--- src/rtl/shared_mem_arbiter_pkg.sv ---
// Shared defaults and tag layout for the shared-memory arbiter.
// Tag fields are placed at fixed offsets so every decoder agrees.
package shared_mem_arbiter_pkg;

  localparam int NUM_PROCS = 4;
  localparam int ADDR_W    = 8;
  localparam int DATA_W    = 32;
  localparam int MEM_LAT   = 1;
  localparam int CNT_W     = 16;

  localparam int TAG_V_BIT  = 0;
  localparam int TAG_WE_BIT = 1;
  localparam int TAG_ID_LSB = 2;

endpackage

--- src/rtl/shared_mem_arbiter_rr_pick.sv ---
// Combinational round-robin picker: first set request at or after ptr.
// Walks offsets high to low so the lowest offset wins.
module shared_mem_arbiter_rr_pick #(
  parameter int K = 4
) (
  input  logic [K-1:0]         req,
  input  logic [$clog2(K)-1:0] ptr,
  output logic [K-1:0]         gnt_onehot,
  output logic [$clog2(K)-1:0] gnt_id,
  output logic                 any
);

  localparam int IW = $clog2(K);

  logic [IW:0]   sum;
  logic [IW-1:0] sel;

  always_comb begin
    gnt_onehot = '0;
    gnt_id     = '0;
    any        = 1'b0;
    sum        = '0;
    sel        = '0;
    for (int off = K - 1; off >= 0; off--) begin
      sum = {1'b0, ptr} + (IW+1)'(off);
      if (sum >= (IW+1)'(K)) begin
        sum = sum - (IW+1)'(K);
      end
      sel = sum[IW-1:0];
      if (req[sel]) begin
        gnt_onehot      = '0;
        gnt_onehot[sel] = 1'b1;
        gnt_id          = sel;
        any             = 1'b1;
      end
    end
  end

endmodule

--- src/rtl/shared_mem_arbiter.sv ---
// Round-robin arbiter for a pipelined single-port memory shared by K requesters.
// Tags ride alongside each command so responses return to their owner.
module shared_mem_arbiter
  import shared_mem_arbiter_pkg::*;
#(
  parameter int K       = NUM_PROCS,
  parameter int ADDR_W  = shared_mem_arbiter_pkg::ADDR_W,
  parameter int DATA_W  = shared_mem_arbiter_pkg::DATA_W,
  parameter int MEM_LAT = shared_mem_arbiter_pkg::MEM_LAT,
  parameter int CNT_W   = shared_mem_arbiter_pkg::CNT_W
) (
  input  logic                  clk,
  input  logic                  rst_n,
  input  logic [K-1:0]          req_valid,
  input  logic [K-1:0]          req_we,
  input  logic [K*ADDR_W-1:0]   req_addr,
  input  logic [K*DATA_W-1:0]   req_wdata,
  output logic [K-1:0]          req_ready,
  output logic                  mem_en,
  output logic                  mem_we,
  output logic [ADDR_W-1:0]     mem_addr,
  output logic [DATA_W-1:0]     mem_wdata,
  input  logic [DATA_W-1:0]     mem_rdata,
  output logic [K-1:0]          rsp_valid,
  output logic [DATA_W-1:0]     rsp_rdata,
  output logic [CNT_W-1:0]      conflict_cnt
);

  localparam int IW = $clog2(K);
  localparam int TW = TAG_ID_LSB + IW;

  logic [IW-1:0] ptr;
  logic [K-1:0]  gnt;
  logic [IW-1:0] gnt_id;
  logic          any;
  logic          accept;
  logic [TW-1:0] new_tag;
  logic [TW-1:0] tag_pipe [MEM_LAT+1];
  logic [TW-1:0] tag_out;
  logic [IW-1:0] tag_id;

  shared_mem_arbiter_rr_pick #(
    .K (K)
  ) u_pick (
    .req        (req_valid),
    .ptr        (ptr),
    .gnt_onehot (gnt),
    .gnt_id     (gnt_id),
    .any        (any)
  );

  assign accept    = any & rst_n;
  assign req_ready = gnt & {K{rst_n}};

  always_ff @(posedge clk) begin
    if (!rst_n) begin
      ptr <= '0;
    end else if (accept) begin
      ptr <= (gnt_id == IW'(K-1)) ? '0 : gnt_id + IW'(1);
    end
  end

  always_ff @(posedge clk) begin
    if (!rst_n) begin
      mem_en    <= 1'b0;
      mem_we    <= 1'b0;
      mem_addr  <= '0;
      mem_wdata <= '0;
    end else begin
      mem_en <= accept;
      if (accept) begin
        mem_we    <= req_we[gnt_id];
        mem_addr  <= req_addr[int'(gnt_id)*ADDR_W +: ADDR_W];
        mem_wdata <= req_wdata[int'(gnt_id)*DATA_W +: DATA_W];
      end
    end
  end

  always_comb begin
    new_tag                     = '0;
    new_tag[TAG_V_BIT]          = accept;
    new_tag[TAG_WE_BIT]         = req_we[gnt_id];
    new_tag[TAG_ID_LSB +: IW]   = gnt_id;
  end

  // Stage 0 lines up with mem_en; the last stage lines up with mem_rdata.
  always_ff @(posedge clk) begin
    if (!rst_n) begin
      for (int s = 0; s <= MEM_LAT; s++) begin
        tag_pipe[s] <= '0;
      end
    end else begin
      tag_pipe[0] <= new_tag;
      for (int s = 1; s <= MEM_LAT; s++) begin
        tag_pipe[s] <= tag_pipe[s-1];
      end
    end
  end

  assign tag_out = tag_pipe[MEM_LAT];
  assign tag_id  = tag_out[TAG_ID_LSB +: IW];

  always_ff @(posedge clk) begin
    if (!rst_n) begin
      rsp_valid <= '0;
      rsp_rdata <= '0;
    end else if (tag_out[TAG_V_BIT]) begin
      rsp_valid <= K'(1) << tag_id;
      rsp_rdata <= tag_out[TAG_WE_BIT] ? '0 : mem_rdata;
    end else begin
      rsp_valid <= '0;
      rsp_rdata <= '0;
    end
  end

  always_ff @(posedge clk) begin
    if (!rst_n) begin
      conflict_cnt <= '0;
    end else if ($countones(req_valid) >= 2) begin
      if (conflict_cnt != {CNT_W{1'b1}}) begin
        conflict_cnt <= conflict_cnt + CNT_W'(1);
      end
    end
  end

endmodule

--- config.mk ---
export PLATFORM = sky130hd
export DESIGN_NAME = shared_mem_arbiter
export DESIGN_NICKNAME = d
export VERILOG_FILES = /design/src/rtl/shared_mem_arbiter_pkg.sv /design/src/rtl/shared_mem_arbiter_rr_pick.sv /design/src/rtl/shared_mem_arbiter.sv
export SDC_FILE = /design/constraint.sdc
export NUM_CORES = 1
export LEC_CHECK = 0
export ABC_AREA = 1
export CORE_MARGIN = 2
export CORE_UTILIZATION = 43
export DETAILED_ROUTE_END_ITERATION = 8
export PLACE_DENSITY = 0.94
export SETUP_SLACK_MARGIN = 0.15
export SLEW_MARGIN = 40
export SYNTH_ARGS = -nofsm -noshare
export SYNTH_HDL_FRONTEND = slang
export SYNTH_SLANG_ARGS = --single-unit
--- constraint.sdc ---
create_clock -name clk -period 4.6 [get_ports clk]
set_input_delay 1.38 -clock clk [delete_from_list [all_inputs] [get_ports clk]]
set_output_delay 1.38 -clock clk [all_outputs]
set_load 0.03 [all_outputs]
# ---- After elaboration in Yosys (flattened, before gate mapping)
# Memory sizes are Yosys's and may differ from the RTL's.
# Cells that the tools add are included.
dict set report op_classes {
  magnitude_cmp 14
  n_eq_ne 2
  n_bitwise 6
  n_addsub 12
  div 0
  shifts 3
  multipliers 0
  reduce_logical 7
  mux 39
}
# op count
set op_table {}
lappend op_table {{variable part select 128 x 8 -> 32 bit} 1}
lappend op_table {{variable part select 32 x 6 -> 8 bit} 1}
lappend op_table {{two-way mux 4 bit} 6}
lappend op_table {{two-way mux 2 bit} 9}
lappend op_table {{adder 16 x 1 -> 16 bit, second input constant} 1}
lappend op_table {{!= test 16 bit, second input constant} 1}
lappend op_table {{< comparator 2 x 3 -> 1 bit, second input constant} 5}
lappend op_table {{two-way mux 1 bit} 15}
lappend op_table {{binary-select mux 1 bit (select 2 bit)} 5}
lappend op_table {{>= comparator 3 bit, second input constant} 3}
lappend op_table {{demux 1 bit (select 2 bit)} 4}
lappend op_table {{>= comparator 2 x 1 -> 1 bit, second input constant} 4}
lappend op_table {{subtractor 2 x 1 -> 2 bit, second input constant} 4}
lappend op_table {{adder 2 x 2 -> 3 bit, second input constant} 2}
lappend op_table {{adder 1 x 1 -> 2 bit} 2}
lappend op_table {{AND 4 bit} 1}
lappend op_table {{logical AND 1 bit} 4}
lappend op_table {{AND reduction 2 bit} 2}
lappend op_table {{left shift 1 x 2 -> 4 bit, first input constant} 1}
lappend op_table {{adder 2 x 1 -> 3 bit, second input constant} 1}
lappend op_table {{adder 2 x 2 -> 3 bit} 1}
lappend op_table {{>= comparator 2 x 3 -> 1 bit, second input constant} 1}
lappend op_table {{>= comparator 3 x 2 -> 1 bit, second input constant} 1}
lappend op_table {{OR reduction 3 bit} 1}
lappend op_table {{5 further kinds} 7}
dict set report totals {
  output_inout_bits 98
  memories 1
  register_bits 96
  romBits 0
  wordCells 92
  mem_bits_rw 8
  latchBits 0
}
# name words width read_ports rd_ports_with_merged_regs wr line_no
set mem_list {}
lappend mem_list {tag_pipe 2 4 2 0 2 shared_mem_arbiter.sv:38} ;# logic [TW-1:0] tag_pipe [MEM_LAT+1];

# ---- Logic depth before layout (Yosys ltp)
dict set report logic_depth {
  depth_word 12
  mapped_depth 18
  ltp_nobuf 16
}

# ---- Modules after synthesis
# A second synthesis with hierarchy kept.
dict set report hier_totals {
  cells_unflattened 816
  hier_area_um2 5340.1
}
# module seq_area_each_um2 cells_each n_inst area_per_inst_um2
set by_module_without_submodules {}
lappend by_module_without_submodules {shared_mem_arbiter 2062.0 728 1 4848.4}
lappend by_module_without_submodules {shared_mem_arbiter_rr_pick 0.0 88 1 491.7}

# ---- Worst setup path before layout
# OpenSTA, ideal clock, no wires.
dict set report synth_path {
  path_kind {input to output}
  from {input req_valid[2]}
  to {output req_ready[1]}
  stages 10
  setup_slack_ns 0.713
  n_path_buf 0
  t_required_ns 3.220
  arrival_time_ns 2.507
  cell_sequence {inv_1 nand2_1 nand3_1 nand2_1 nand3_1 inv_1 nand2_1 nand2_1 o211ai_1 a21oi_1}
}
dict set report synth_via {
  elab_chain_len 7
  elab_cells_between_ends 13
}
# element line_no
set synth_rtl {}
lappend synth_rtl {{start: declaration} shared_mem_arbiter.sv:14} ;# input logic [K-1:0] req_valid,
lappend synth_rtl {{binary-select mux 1 bit (select 2 bit)} shared_mem_arbiter_rr_pick.sv:30} ;# if (req[sel]) begin
lappend synth_rtl {{two-way mux 1 bit (implied by the code)} shared_mem_arbiter_rr_pick.sv:30}
lappend synth_rtl {{two-way mux 4 bit (3 in a row)} shared_mem_arbiter_rr_pick.sv:30}
lappend synth_rtl {{two-way mux 4 bit *} shared_mem_arbiter_rr_pick.sv:30}
lappend synth_rtl {{AND 4 bit *} shared_mem_arbiter.sv:53} ;# assign req_ready = gnt & {K{rst_n}};
lappend synth_rtl {{end: declaration} shared_mem_arbiter.sv:18} ;# output logic [K-1:0] req_ready,
# Mark *: on every way between the ends. The rest lies on a longest branch, timed or not. The select of a mux whose other input is x is not followed.

# ---- Final worst setup path
dict set report layout_path {
  from {input req_valid[3]}
  to {output req_ready[2]}
}
# Same word-level chain as after synthesis.

==> summary.md <==
| Metric | Value |
|---|---|
| Initial DRC Count | `about 330` |
| # DRC | `0` |
| Crit path max-delay cell type | `a21oi_2` |
| Crit path largest cell delay | `~0.23 ns` |
| PortBufs | `roughly 300` |
| RSZ-0062 raised after global routing | `false` |
| Crit start category | `input port` |
| Synthesized area | `5607 µm²` |
| Setup violations, final | `0` |
| CP required | `3.22 ns` |
| CTS sink cnt | `~100` |
| Vias per inst | `4.904` |
| Leak pwr | `between 4 and 5 nW` |
| Yosys reg bits | `about 100` |
| Initial Utilization | `44.25%` |
| Top_reg_cell synth | `dfxtp_1` |
| Max cap viols | `0` |
| Synth top area share | `roughly 37%` |
| Root buf cell | `clkbuf_16` |
| Worst hold path type | `flip-flop to flip-flop` |
| Synthesized area per cell | `about 6.6 µm²` |
| Layout area overhead | `60.37%` |
| Die width | `roughly 120 µm` |
| HPWL Detailed | `14,180 µm` |
| Endpoints failing hold | `0` |
| Pwr/cell area | `621.1 nW/µm²` |
| Outcome | `complete, no violations` |
| Setup TNS | `0 ns` |
| Asr flop ratio synth | `0%` |
| Die area | `~14,000 µm²` |
| Pre-antenna DRT Iters | `5` |
| Total CTS buffers | `9` |
| Number of top-level pins | `300` |
| Period Utilization, post-route | `around 88%` |
| Cell Chain, Critical Path | `dlymetal6s2s_1 -> inv_1 -> nand2_1 -> nand3_2 -> nand3_1 -> inv_2 -> nand2_1 -> nand2_1 -> o21ai_1 -> a21oi_2 -> buf_12` |
| Worst-Margin Slew | `0.6651 ns` |
| Leading area contributor after synthesis | `dfxtp_1` |
| DR vias | `approximately 6.4k` |
| Netlist cell types | `33` |
| Slew Limit Fails | `0` |
| Arr. time, crit path | `~2.7 ns` |
| CP Max Fanout | `4` |
| Antenna diode count | `0` |
| Placer Congestion | `0.9081` |
| Clock buffer depth | `2` |
| WHS | `approximately 0.41 ns` |
| Largest net degree at the start of global routing | `63` |
| Clk_lat worst skew | `0.36 ns` |
| Relative slew slack | `between 50% and 60%` |
| Most Frequent Cell on Critical Path | `nand2_1` |
| CTS H-tree depth | `3` |
| # nets final | `between 1k and 1.5k` |
| Critical Path End Type | `output port` |
| Seq/Total Area, Yosys | `between 30 and 40%` |
| Reg2reg setup slack | `~1.6 ns` |
| Core box area | `12,670 µm²` |
| Final Skew | `around 0.016 ns` |
| Clock-pin slew on the worst setup and hold paths | `roughly 0.080 ns` |
| Syn Inst Count | `approximately 850` |
| VDD IR max | `0.3760 mV` |
| Post-synth EDFFs | `0` |
| Vias in the first global route | `about 6.2k` |
| Ys Warns | `0` |
| Cell row count | `41` |
| Post-DRT Antenna Nets | `0` |
| Layout cell share with drive strength beyond 1 | `between 6 and 7%` |
| Routed WL per cell | `14.48 µm` |
| CP Class | `input port to output port` |
| Mapped Nets | `between 1k and 1.5k` |
| Final min period | `roughly 4 ns` |
| First-pass GRT wire length | `29,720 µm` |
| Total power draw | `5.585 mW` |
| Synth top area cells | `dfxtp_1 (37%), nand2_1 (20%), nand3_1 (11%)` |
| WL final | `roughly 19,000 µm` |
| Gr usage total | `between 20% and 30%` |
| Peak Freq | `around 250 MHz` |
| Die height | `118.2 µm` |
| CTS tree | `done` |
| Gr ovfl total | `0` |
| Initial antenna violation count | `0` |
path summary, 6_finish.rpt:
kind,cells past startpoint,to,from
worst max-delay path,11,req_ready[2],req_valid[3]
worst min-delay path,2,tag_pipe[0][5],tag_pipe[0][1]
worst max register to register,14,ptr[1],ptr[0]
worst min register to register,2,tag_pipe[0][5],tag_pipe[0][1]
stage by stage:
stage / setup slack [ns] / util (%) / area [µm²] / cells
after floorplan: 0.7129 / - / 5607 / 853
after global placement: 0.1618 / 68.16 / 8637 / 1288
after detailed placement: 0.1448 / 68.16 / 8637 / 1288
after CTS: 0.1646 / 70.77 / 8967 / 1304
after global routing: 0.3866 / 70.96 / 8991 / 1304
final: 0.5515 / 70.96 / 8991 / 1304
worst max-delay path, delay by kind of cell:
family / cells / cell delay [ns]
AOI/OAI and AO/OA: 2 / 0.32
buffers and inverters: 4 / 0.48
and+or+nand+nor: 5 / 0.49
registers in the layout, indices dropped and copies added (netlist names):
signal and cells:
mem_addr 8, mem_wdata 32, ptr 2, rsp_valid 4, tag_pipe 8, rsp_rdata 32, conflict_cnt 16, mem_we 1
routing by layer:
metal,GRT usage (%),vias up,part of all wire (%)
met3,8.784,45,8.5
met5,0,-,0
li1,-,3201,-
met4,12.20,0,3.8
met1,25.93,2850,35
met2,50.18,299,53
cell usage after synthesis, types with 2 or more instances:
cell type  count
o21ai_0       16
nor4_1         3
inv_1        110
clkinv_1       2
buf_6          7
buf_4         11
buf_2         14
nand3b_1      26
nor2_1        53
nand3_1      121
ha_1           9
xor2_1         2
o211ai_2       9
a21oi_1       23
nand3_2        6
inv_2          3
clkbuf_1      13
dfxtp_1      103
nand2_1      292
nor3_1         6
nand2_4        3
nand2_2       10
cell type report:
class                      count  area, µm²
clock buffer                   9      225.2
clock inverter                 7      97.59
fill                        1015       3680
inverter                     116      437.9
multi-input combinational    589       2855
sequential                   103       2062
tap                          172      215.2
timing repair buffer         308       3098
cell usage in the layout (no fill, tap or decap), types with 2 or more instances in the layout:
cell	count
ha_1	9
nor2_4	2
a21oi_1	20
clkdlybuf4s50_1	291
o21ai_0	15
inv_8	3
inv_1	109
nand2_4	3
nand3_1	120
dfxtp_1	103
clkbuf_16	9
nand2_1	290
buf_4	10
nand2_2	12
xor2_1	2
nor2_1	52
nand3b_1	26
inv_2	4
nand3_2	7
o211ai_2	9
clkinv_1	2
nor3_1	6
a21oi_2	3
dlymetal6s2s_1	4
buf_12	3
nor4_1	3
what timing repair did:
action | 4_1_cts | 5_1_grt
hold buffers | 0 | 0
resized for setup | 2 | 10
endpoints found under the setup margin | 2 | 4
hold endpoints to repair | 0 | 0
buffers inserted | 0 | 0
gates cloned | 0 | 0
pin swaps | 0 | 1
kinds of logic (layout without fill, tap and decap cells):
family | after synthesis | after routing | synth area share, %
AND/OR/NAND/NOR | 524 | 524 | 41.58
buffers and inverters | 161 | 440 | 12.81
flip-flops | 103 | 103 | 36.78
AO/OA/AOI/OAI | 52 | 52 | 6.003
adder cells (fa/ha/maj) | 10 | 10 | 2.366
XOR/XNOR | 3 | 3 | 0.4687
where the power goes:
group          switching, mW  internal (mW)  leakage (nW)  total (mW)
sequential             0.116           1.11         0.846        1.22
combinational           2.27           1.27          3.16        3.54
clock                  0.387          0.442         0.159       0.828
Note: power is estimated with default switching activity, not from simulation.
